## config.mk

```make
export PLATFORM = sky130hd
export DESIGN_NAME = lsu_mem_ctrl_flat
export DESIGN_NICKNAME = d
export VERILOG_FILES = /design/src/rtl/lsu_mem_ctrl_if.sv /design/src/rtl/lsu_mem_ctrl.sv /design/src/flat_wrapper.sv
export SDC_FILE = /design/constraint.sdc
export NUM_CORES = 1
export LEC_CHECK = 0
export CAP_MARGIN = 20
export CELL_PAD_IN_SITES_DETAIL_PLACEMENT = 0
export CELL_PAD_IN_SITES_GLOBAL_PLACEMENT = 1
export CORE_MARGIN = 10
export CORE_UTILIZATION = 35
export DETAILED_ROUTE_END_ITERATION = 12
export PLACE_DENSITY = 0.83
export SLEW_MARGIN = 15
export SYNTH_ARGS = -nofsm -noshare
export SYNTH_HDL_FRONTEND = slang
export SYNTH_SLANG_ARGS = --single-unit
```

## constraint.sdc

```tcl
create_clock -name i_clk -period 2.9 [get_ports i_clk]
set_input_delay 0.29 -clock i_clk [delete_from_list [all_inputs] [get_ports i_clk]]
set_output_delay 0.29 -clock i_clk [all_outputs]
set_load 0.01 [all_outputs]
```

## src/rtl/lsu_mem_ctrl_if.sv

```systemverilog
// lsu_mem_ctrl_if: bundles the load/store request/response channel and the
// data RAM pins of lsu_mem_ctrl.
//   req_*  : one RV32 load/store per valid/ready handshake
//   rsp_*  : one-cycle response pulse with extended load data and error flag
//   mem_*  : byte-addressed RAM address, write data, byte mask, write enable,
//            and combinational read data back from the RAM
// Modports are named from the request channel's point of view: master is the
// core/RAM environment, slave is the controller.
interface lsu_mem_ctrl_if #(
  parameter int unsigned ADDR_W = 11
);
  logic              req_valid;
  logic              req_ready;
  logic              req_we;
  logic [2:0]        req_funct3;
  logic [ADDR_W-1:0] req_addr;
  logic [31:0]       req_wdata;

  logic              rsp_valid;
  logic [31:0]       rsp_rdata;
  logic              rsp_err;

  logic [ADDR_W-1:0] mem_addr;
  logic [31:0]       mem_wdata;
  logic [3:0]        mem_bmask;
  logic              mem_wren;
  logic [31:0]       mem_rdata;

  modport master (
    output req_valid, req_we, req_funct3, req_addr, req_wdata, mem_rdata,
    input  req_ready, rsp_valid, rsp_rdata, rsp_err,
           mem_addr, mem_wdata, mem_bmask, mem_wren
  );

  modport slave (
    input  req_valid, req_we, req_funct3, req_addr, req_wdata, mem_rdata,
    output req_ready, rsp_valid, rsp_rdata, rsp_err,
           mem_addr, mem_wdata, mem_bmask, mem_wren
  );
endinterface

```

## src/rtl/lsu_mem_ctrl.sv

```systemverilog
// lsu_mem_ctrl: load/store sequencer between the core memory stage and the
// byte-addressable data RAM. Decodes funct3 into byte masks, splits misaligned
// half/word accesses into single-byte beats, assembles and extends load data
// and returns a one-cycle response.
// Ports:
//   i_clk     : clock, rising edge
//   i_reset_n : asynchronous active-low reset
//   bus       : lsu_mem_ctrl_if.slave (request, response and RAM pins)
module lsu_mem_ctrl #(
  parameter int unsigned ADDR_W = 11
) (
  input logic           i_clk,
  input logic           i_reset_n,
  lsu_mem_ctrl_if.slave bus
);

  localparam logic [1:0] StIdle   = 2'd0;
  localparam logic [1:0] StAccess = 2'd1;
  localparam logic [1:0] StResp   = 2'd2;

  logic [1:0]        state_q, state_d;
  logic [1:0]        beat_q, beat_d;
  logic [31:0]       asm_q, asm_d;
  logic              we_q, err_q;
  logic [2:0]        f3_q;
  logic [ADDR_W-1:0] addr_q;
  logic [31:0]       wdata_q;

  logic              accept;
  logic              legal;
  logic [3:0]        size_mask;
  logic [31:0]       mask32;
  logic              split;
  logic [1:0]        last_beat;
  logic [31:0]       ext_data;

  assign accept = (state_q == StIdle) && bus.req_valid;

  always_comb begin
    legal = 1'b0;
    if (bus.req_we) begin
      legal = (bus.req_funct3 == 3'b000) || (bus.req_funct3 == 3'b001) ||
              (bus.req_funct3 == 3'b010);
    end else begin
      case (bus.req_funct3)
        3'b000, 3'b001, 3'b010, 3'b100, 3'b101: legal = 1'b1;
        default:                                legal = 1'b0;
      endcase
    end
  end

  // Size decode from the latched funct3; only legal codes reach ACCESS.
  always_comb begin
    case (f3_q[1:0])
      2'b00:   size_mask = 4'b0001;
      2'b01:   size_mask = 4'b0011;
      default: size_mask = 4'b1111;
    endcase
  end

  assign mask32 = {{8{size_mask[3]}}, {8{size_mask[2]}}, {8{size_mask[1]}}, {8{size_mask[0]}}};

  always_comb begin
    split     = 1'b0;
    last_beat = 2'd0;
    if (f3_q[1:0] == 2'b01 && addr_q[0]) begin
      split     = 1'b1;
      last_beat = 2'd1;
    end else if (f3_q[1:0] == 2'b10 && addr_q[1:0] != 2'b00) begin
      split     = 1'b1;
      last_beat = 2'd3;
    end
  end

  always_comb begin
    state_d = state_q;
    beat_d  = beat_q;
    asm_d   = asm_q;
    case (state_q)
      StIdle: begin
        if (accept) begin
          beat_d  = 2'd0;
          asm_d   = 32'd0;
          state_d = legal ? StAccess : StResp;
        end
      end
      StAccess: begin
        if (!we_q) begin
          if (split) asm_d[{beat_q, 3'b000} +: 8] = bus.mem_rdata[7:0];
          else       asm_d = bus.mem_rdata & mask32;
        end
        if (beat_q == last_beat) state_d = StResp;
        else                     beat_d  = beat_q + 2'd1;
      end
      StResp:  state_d = StIdle;
      default: state_d = StIdle;
    endcase
  end

  always_ff @(posedge i_clk or negedge i_reset_n) begin
    if (!i_reset_n) begin
      state_q <= StIdle;
      beat_q  <= 2'd0;
      asm_q   <= 32'd0;
      we_q    <= 1'b0;
      err_q   <= 1'b0;
      f3_q    <= 3'd0;
      addr_q  <= '0;
      wdata_q <= 32'd0;
    end else begin
      state_q <= state_d;
      beat_q  <= beat_d;
      asm_q   <= asm_d;
      if (accept) begin
        we_q    <= bus.req_we;
        err_q   <= !legal;
        f3_q    <= bus.req_funct3;
        addr_q  <= bus.req_addr;
        wdata_q <= bus.req_wdata;
      end
    end
  end

  // RAM pins are only non-zero while a beat is on the bus.
  always_comb begin
    bus.mem_addr  = '0;
    bus.mem_wdata = 32'd0;
    bus.mem_bmask = 4'd0;
    bus.mem_wren  = 1'b0;
    if (state_q == StAccess) begin
      bus.mem_addr = addr_q + ADDR_W'(beat_q);
      bus.mem_wren = we_q;
      if (split) begin
        bus.mem_bmask = 4'b0001;
        bus.mem_wdata = {24'd0, wdata_q[{beat_q, 3'b000} +: 8]};
      end else begin
        bus.mem_bmask = size_mask;
        bus.mem_wdata = wdata_q & mask32;
      end
    end
  end

  always_comb begin
    case (f3_q)
      3'b000:  ext_data = {{24{asm_q[7]}}, asm_q[7:0]};
      3'b001:  ext_data = {{16{asm_q[15]}}, asm_q[15:0]};
      3'b100:  ext_data = {24'd0, asm_q[7:0]};
      3'b101:  ext_data = {16'd0, asm_q[15:0]};
      default: ext_data = asm_q;
    endcase
  end

  assign bus.req_ready = (state_q == StIdle);
  assign bus.rsp_valid = (state_q == StResp);
  assign bus.rsp_err   = (state_q == StResp) && err_q;
  assign bus.rsp_rdata = ((state_q == StResp) && !err_q && !we_q) ? ext_data : 32'd0;

endmodule
```

## src/flat_wrapper.sv

```systemverilog
// flat-port wrapper written by rule: the top's interface ports become plain ports
module lsu_mem_ctrl_flat 
#(
  parameter int unsigned ADDR_W = 11
)
  (i_clk, i_reset_n, bus_req_valid, bus_req_we, bus_req_funct3, bus_req_addr, bus_req_wdata, bus_mem_rdata, bus_req_ready, bus_rsp_valid, bus_rsp_rdata, bus_rsp_err, bus_mem_addr, bus_mem_wdata, bus_mem_bmask, bus_mem_wren);
  lsu_mem_ctrl_if #(.ADDR_W(ADDR_W)) bus_i ();
  input logic i_clk;
  input logic i_reset_n;
  input wire logic [$bits(bus_i.req_valid)-1:0] bus_req_valid;
  input wire logic [$bits(bus_i.req_we)-1:0] bus_req_we;
  input wire logic [$bits(bus_i.req_funct3)-1:0] bus_req_funct3;
  input wire logic [$bits(bus_i.req_addr)-1:0] bus_req_addr;
  input wire logic [$bits(bus_i.req_wdata)-1:0] bus_req_wdata;
  input wire logic [$bits(bus_i.mem_rdata)-1:0] bus_mem_rdata;
  output wire logic [$bits(bus_i.req_ready)-1:0] bus_req_ready;
  output wire logic [$bits(bus_i.rsp_valid)-1:0] bus_rsp_valid;
  output wire logic [$bits(bus_i.rsp_rdata)-1:0] bus_rsp_rdata;
  output wire logic [$bits(bus_i.rsp_err)-1:0] bus_rsp_err;
  output wire logic [$bits(bus_i.mem_addr)-1:0] bus_mem_addr;
  output wire logic [$bits(bus_i.mem_wdata)-1:0] bus_mem_wdata;
  output wire logic [$bits(bus_i.mem_bmask)-1:0] bus_mem_bmask;
  output wire logic [$bits(bus_i.mem_wren)-1:0] bus_mem_wren;
  assign bus_i.req_valid = bus_req_valid;
  assign bus_i.req_we = bus_req_we;
  assign bus_i.req_funct3 = bus_req_funct3;
  assign bus_i.req_addr = bus_req_addr;
  assign bus_i.req_wdata = bus_req_wdata;
  assign bus_i.mem_rdata = bus_mem_rdata;
  assign bus_req_ready = bus_i.req_ready;
  assign bus_rsp_valid = bus_i.rsp_valid;
  assign bus_rsp_rdata = bus_i.rsp_rdata;
  assign bus_rsp_err = bus_i.rsp_err;
  assign bus_mem_addr = bus_i.mem_addr;
  assign bus_mem_wdata = bus_i.mem_wdata;
  assign bus_mem_bmask = bus_i.mem_bmask;
  assign bus_mem_wren = bus_i.mem_wren;
  lsu_mem_ctrl #(.ADDR_W(ADDR_W)) u_core (.i_clk(i_clk), .i_reset_n(i_reset_n), .bus(bus_i));
endmodule
```

## Word level (Yosys, flattened, before mapping)

Cells that the tools add are included.
W data, S select, Z words.

| word-level totals | value |
|---|---|
| register bits | 84 |
| input bits | 82 |
| word-level logic and storage cells | 80 |

| cells by class | value |
|---|---|
| $add $sub $neg | 3 |
| equality and inequality tests | 16 |
| shifts and indexed selects | 3 |
| muxes and demuxes | 27 |
| bitwise gates (word level) | 2 |
| reductions and logical operators | 21 |

Operators by type and width:

| kind | number |
|---|---|
| $mux W32 | 6 |
| $pmux W32 S4 | 1 |
| $and A32 B32 Y32 | 2 |
| $pmux W32 S2 | 1 |
| $bwmux W32 | 1 |
| $shift A8 B7 Y32 const A | 1 |
| $shiftx A32 B6 Y8 | 1 |
| $shiftx A8 B7 Y32 | 1 |
| $mux W2 | 7 |
| $eq A3 B3 Y1 const B | 4 |
| $add A11 B2 Y11 | 1 |
| $mux W11 | 1 |
| $mux W4 | 2 |
| $pmux W2 S2 | 2 |
| $pmux W4 S2 | 1 |
| $neg A5 Y7 | 1 |
| $eq A3 B1 Y1 const B | 2 |
| $logic_and A1 B1 Y1 | 6 |
| $logic_not A3 Y1 | 2 |
| $reduce_and A3 Y1 | 2 |
| $mux W1 | 5 |
| $reduce_or A5 Y1 | 1 |
| $eq A2 B1 Y1 const B | 2 |
| $eq A2 B2 Y1 const B | 2 |
| 10 further kinds | 17 |

## Logic depth before layout (Yosys ltp)

Gate-level depths: netlist of the first run.

| depth | value |
|---|---|
| depth in word-level cells | 7 |
| depth in mapped cells | 8 |
| mapped depth without buffers | 7 |

## Worst setup path before layout of the first run

No wires, ideal clock.

| timing path | value |
|---|---|
| path kind | register to output |
| start | register u_core.beat_q[1] |
| end | output bus_mem_addr[8] |
| arrival time | 1,910 ps |
| path slack | 700 ps |
| stages on the path, launching flop included | 8 |
| cells stage by stage | dfrtp_1 -> inv_1 -> clkbuf_1 -> fa_1 -> and4b_1 -> nand4_1 -> xor2_1 -> nor2_1 |

| between the ends | value |
|---|---|
| longest elaborated chain between the ends | 2 |

Ends and longest elaborated chain:

| element | RTL line | text |
|---|---|---|
| start, declared | lsu_mem_ctrl.sv:22 | `logic [1:0] beat_q, beat_d;` |
| start signal, assigned | lsu_mem_ctrl.sv:112 | `beat_q <= beat_d;` |
| $add A11 B2 Y11 | lsu_mem_ctrl.sv:131 | `bus.mem_addr = addr_q + ADDR_W'(beat_q);` |
| $mux W11 | lsu_mem_ctrl.sv:130 | `if (state_q == StAccess) begin` |
| end, declared | flat_wrapper.sv:20 | `output wire logic [$bits(bus_i.mem_addr)-1:0] bus_mem_addr;` |

No other way between the ends.

## Worst setup path after layout of the first run

| timing path | value |
|---|---|
| start | register u_core.beat_q[0] |
| end | output bus_mem_wdata[6] |

| between the ends | value |
|---|---|
| longest elaborated chain between the ends | 3 |

Ends and longest elaborated chain:

| element | RTL line | text |
|---|---|---|
| $shiftx A32 B6 Y8 | lsu_mem_ctrl.sv:135 | `bus.mem_wdata = {24'd0, wdata_q[{beat_q, 3'b000} +: 8]};` |
| $mux W32 | lsu_mem_ctrl.sv:133 | `if (split) begin` |
| $mux W32 | lsu_mem_ctrl.sv:130 |  |
| end, declared | flat_wrapper.sv:21 | `output wire logic [$bits(bus_i.mem_wdata)-1:0] bus_mem_wdata;` |

No other way between the ends.

==> results of run 1 <==
final cells by class:
class / instances / area (um2)
timing repair buffer: 177 / 1770
fill: 1276 / 6780
tap: 180 / 225
inverter: 23 / 86.3
clock buffer: 10 / 239
clock inverter: 4 / 27.5
multi-input combinational: 341 / 2650
sequential: 84 / 2110
state kept, by name (all words and copies together), names as in the netlist:
name	flops
u_core.asm_q	32
u_core.wdata_q	32
u_core.addr_q	11
u_core.f3_q	3
u_core.beat_q	2
u_core.state_q	2
u_core.err_q	1
u_core.we_q	1
layout by cell type (no fill, tap or decap), types with 2 or more instances in the layout:
master	netlist	routed
dfrtp_2	0	4
o2bb2ai_1	32	32
o31ai_4	3	3
inv_1	23	23
and3_1	9	8
and2_1	30	30
xnor2_1	5	5
a21oi_1	37	36
o21ai_0	14	14
nand4_1	2	2
o31a_4	3	3
xor2_1	3	3
mux2_2	45	45
nor3_1	3	3
clkdlybuf4s50_1	0	161
o21a_1	3	3
buf_4	2	11
ha_1	7	7
clkbuf_16	0	9
clkinvlp_4	0	3
nor2_1	27	26
or3_1	2	2
nand2b_1	2	2
a22o_1	33	33
nor2b_1	12	12
mux2i_1	11	11
nand3_1	26	26
buf_12	0	2
nand2_1	11	10
dfrtp_1	84	80
dlymetal6s2s_1	0	2
worst register-to-register path: cells and delay by family (launching register included):
family	cells	cell delay [ns]
compound gates	2	0.31
fa+ha+maj	1	0.50
buf+inv	2	0.49
flops	1	0.35
simple gates	2	0.63
synthesized netlist by cell type, types with 7 or more instances:
library cell	count	area, um2
and2_1	30	188
mux2i_1	11	110
a22o_1	33	289
clkbuf_1	16	60.1
nor2_1	27	101
and3_1	9	56.3
a21oi_1	37	185
buf_2	12	60.1
mux2_2	45	507
o21ai_0	14	70.1
inv_1	23	86.3
dfrtp_1	84	2100
nand2_1	11	41.3
nor2b_1	12	75.1
nand3_1	26	130
o2bb2ai_1	32	280
ha_1	7	87.6
metal layers:
layer / up-vias / wire length (um) / part of all wire, %
li1: 2060 / - / -
met1: 2125 / 7010 / 43
met2: 151 / 7510 / 46
met3: 14 / 1580 / 9.7
met4: 0 / 182 / 1.1
met5: - / 0 / 0
logic make-up after synthesis:
kind of cell	after synthesis	share of synthesized area (%)
fa+ha+maj	8	2.17
simple gates	133	14.6
xor+xnor	8	1.41
compound gates	135	21.5
flops	84	42.4
buf+inv	59	5.10
mux	57	12.7
timing repair:
item,in CTS,in global routing
hold buffers,1,0
gates resized for setup,3,12
endpoints found under the setup margin,11,39
setup buffers,1,0
endpoints found under the hold margin,3,0
path summary, 6_finish.rpt:
| check | startpoint | endpoint | slack (ns) | depth (start not counted) |
|---|---|---|---|---|
| setup reg to reg | u_core.beat_q[0] | u_core.asm_q[25] | 0.55 | 7 |
| hold reg to reg | u_core.asm_q[0] | u_core.asm_q[0] | 0.50 | 1 |
| min in group i_clk | u_core.asm_q[0] | u_core.asm_q[0] | 0.50 | 1 |
| max in group asynchronous | i_reset_n | u_core.addr_q[1] | 2.00 | 3 |
| setup / recovery | u_core.beat_q[0] | bus_mem_wdata[6] | 0.16 | 6 |
| hold / removal | i_reset_n | u_core.addr_q[8] | 0.27 | 2 |
report_power, final:
part	switching, mW	leakage, nW	internal [mW]
clock	0.458	0.122	0.591
sequential	0.483	1.05	1.68
combinational	1.66	1.59	1.50
total	2.60	2.76	3.78
stage by stage:
step,setup WS (ns),cell area (um2)
3_3_place_gp,0.242,6770
6_report,0.159,7100
5_1_grt,-0.0124,7100
4_1_cts,0.00293,7060
2_1_floorplan,0.700,4960
3_5_place_dp,0.242,6770
==> impl_metrics.ini, run 1 <==
[status]
status = finished clean

[detailed_routing]
final_antenna_net_count = 0
wirelength_mm = 16.3
first_iter_violations = 268
via_count = 4350
remaining_drc_errors = 0
first_pass_iters = 4
via_per_inst = 5.31
wl_per_cell_um = 19.9

[critical_path]
crit_fanout = 19
crit_chain = buf_4 > inv_1 > nor2_2 > a21oi_1 > o2bb2ai_1 > clkdlybuf4s50_1
crit_path_max_incr_delay_ns = 0.60
required_ns = 2.61
path_buf_inv = 3
path_class = flop to primary output
end_kind = primary output
critPathTopFamily = buffers and inverters
crit_arrival_ns = 2.45
cpMaxStageDelayCell = clkdlybuf4s50_1
critPathLaunchType = flop

[timing]
fmax_mhz = 365
min_period_over_period_pct = 94.5
worst_pin_slew_ns = 0.630
setup_viol_count_final = 0
finClkSkew_ns = 0.00465
slew_viol_final = 0
tns_ns = 0
fin_crit_ns = 2.74
finalHoldViolCount = 0
holdWs_ns = 0.267
slew_headroom_pct = 57.8

[hold_path]
hold_class = primary input to asynchronous set/reset pin

[cts]
cts-htree-levels = 3
cts.sinks = 84
clkTransAtPathRegs_ns = 0.06
worstSkewPairLatency_ns = 0.34
clk_path_buf_depth = 2
numCtsBuffers = 9
cts_root_buf = clkbuf_16
cts_tree = done

[global_routing]
grt_max_degree = 84
antenna_found_initial = 0
grt_use_total_pct = 16.6
grt_pass1_vias = 4622
use_met1_pct = 20.5
gr-total-overflow = 0
grtUsageMet3_pct = 6.78
busiest_layer = met2
grt_pass1_wl_mm = 26.2
met2_usage_pct = 26.1

[logic_synthesis]
syn_nets = 574
synth.avg_cell_area_um2 = 10.2
synth_warnings = 0
synth-edff-count = 0
synth-main-ff-cell = dfrtp_1
synth_cells = 484
syn_area_um2 = 4960
async_flop_share_pct = 100
yosysSeqAreaShare_pct = 42.4
synth_cell_types = 50
yosys_register_bits = 84

[placement]
port_buffers = 164
hpwl_mm = 12.1
placed_cells = 803
globalplace.congestion = 0.810

[floorplanning]
initial_core_util_pct = 35.7
die_x_um = 139
die_h_um = 139
core_um2 = 13900
die-area_um2 = 19300
pin_count = 165
std_cell_rows = 43

[layout]
num-nets-final = 726
area_growth_pct = 43.2
num_antenna_cells = 0
fin_util_pct = 51.1
instances_no_fill = 819
drive_gt1_share_pct = 15.2

[power]
power_density_nw_per_um2 = 898
p_total_mw = 6.38
leakage_nw = 2.76
ir_drop_uv = 466

[run]
drv_cap = 0
Note: power is estimated with default switching activity, not from simulation.
==> run 2: changes to the inputs <==
- CTS_CLUSTER_DIAMETER: unset -> 40
- PLACE_DENSITY: 0.83 -> unset
- PLACE_DENSITY_LB_ADDON: unset -> 0.1
==> run 2 against run 1 <==
Net effect:
- the run now ends with negative hold slack left
- final cell count up 0.37%
- clock power up 23%
- via count down 0.94%
- largest cell class unchanged
- largest power group unchanged
- highest routed layer unchanged
==> impl_metrics.ini, run 2 (synthesized netlist as in run 1, its figures left out) <==
[status]
status = finished, violations left
violations = negative hold slack

[critical_path]
reg2reg_depth = 7
critPathLaunchType = flop
cpMaxStageDelayCell = clkdlybuf4s50_1
timing.rr.start = u_core.beat_q[0]
crit_path_max_incr_delay_ns = 0.54
crit_fanout = 4
crit_chain = ha_1 > inv_1 > fa_2 > and4b_1 > nand4_1 > xor2_1 > nor2_1 > clkdlybuf4s50_1
setup.worst_path.start = u_core.addr_q[0]
path_class = flop to primary output
required_ns = 2.61
crit_arrival_ns = 2.49
end_kind = primary output

[timing]
worst_pin_slew_ns = 0.792
fin_crit_ns = 2.78
finalHoldViolCount = 5
tns_ns = 0
setup_viol_count_final = 0
min_period_over_period_pct = 95.8
rsz0062_at_grt = no
holdWs_ns = -0.0121
slew_headroom_pct = 47.2
finClkSkew_ns = 0.00687
fmax_mhz = 360
slew_viol_final = 0

[layout]
num-nets-final = 727
num_antenna_cells = 0
seqCellArea_um2 = 2100
final_cell_mix = clkdlybuf4s50_1, dfrtp_1, mux2_2
final_common_cell = clkdlybuf4s50_1
drive_gt1_share_pct = 15.4
nFillCells = 1290
area_growth_pct = 44.1
finalInstanceArea_um2 = 7140
multiInputGateArea_um2 = 2630
reg_top3 = u_core.asm_q x32, u_core.wdata_q x32, u_core.addr_q x11

[detailed_routing]
via_count = 4309
wl_per_cell_um = 19.5
wirelength_mm = 16.0
via_per_inst = 5.24
final_antenna_net_count = 0
remaining_drc_errors = 0
first_pass_iters = 4
first_iter_violations = 298

[global_routing]
grt_pass1_vias = 4708
antenna_found_initial = 0
gr-total-overflow = 0
grt_max_degree = 85
grt_pass1_wl_mm = 26.1
grt_use_total_pct = 16.5

[cts]
worstSkewPairLatency_ns = 0.35
cts_hold_buf = 0
cts.sinks = 84
clk_path_buf_depth = 2
numCtsBuffers = 9
cts_tree = done
cts-htree-levels = 3
cts_root_buf = clkbuf_16
clkTransAtPathRegs_ns = 0.07

[power]
leakage_nw = 2.76
power_density_nw_per_um2 = 928
p_total_mw = 6.63
ir_drop_uv = 519

[floorplanning]
std_cell_rows = 43
core_um2 = 13900
die-area_um2 = 19300
die_x_um = 139
initial_core_util_pct = 35.7
pin_count = 165
die_h_um = 139

[placement]
hpwl_mm = 11.9
place_area_um2 = 6770
port_buffers = 164
globalplace.congestion = 0.794

[run]
drv_cap = 0

[hold_path]
hold_class = primary input to asynchronous set/reset pin
run 2: critical path: cells and delay by family (launching register included):
| family | cells | cell delay, ns |
|---|---|---|
| adder cells (fa/ha/maj) | 2 | 0.54 |
| buffers and inverters | 2 | 0.59 |
| flip-flops | 1 | 0.34 |
| XOR/XNOR | 1 | 0.17 |
| AND/OR/NAND/NOR | 3 | 0.49 |
run 2: layout make-up:
class                   count  area share [%]
flip-flops and latches     84            29.5
clock buffers              11            3.54
repair buffers            178            24.6
clock inverters             5            1.16
multi-input cells         341            36.8
inverters                  23            1.21
well taps                 180            3.15
run 2: metal layers:
layer | wire, um | global-route usage, % | share of wire [%]
met5 | 0 | 0 | 0
met4 | 175 | 4.78 | 1.1
met3 | 1160 | 5.45 | 7.3
met2 | 7740 | 27.1 | 48
met1 | 6940 | 20.0 | 43
run 2: what timing repair did:
action / 4_1_cts / 5_1_grt
setup endpoints to repair: 6 / 31
setup buffers: 1 / 0
resized for setup: 1 / 8
pin swaps: 0 / 0
run 2: stage by stage:
step                setup WS (ns)  util (%)  instances
floorplan                   0.700         -        484
global placement            0.396      48.8        805
detailed placement          0.350      48.8        805
CTS                       0.00814      51.3        822
global route              0.00557      51.5        822
finish                      0.121      51.5        822
run 2: path summary, 6_finish.rpt:
check | slack (ns) | endpoint
setup / recovery | 0.12 | bus_mem_addr[8]
hold / removal | -0.01 | u_core.asm_q[14]
setup reg to reg | 0.49 | u_core.asm_q[24]
hold reg to reg | 0.50 | u_core.asm_q[2]
max in group asynchronous | 2.35 | u_core.asm_q[21]
min in group i_clk | 0.50 | u_core.asm_q[2]
run 2: power by group:
part	total (mW)	internal [mW]	switching, mW
Clock	1.29	0.805	0.487
Combinational	3.22	1.52	1.70
Sequential	2.12	1.68	0.437
Total	6.63	4.01	2.62
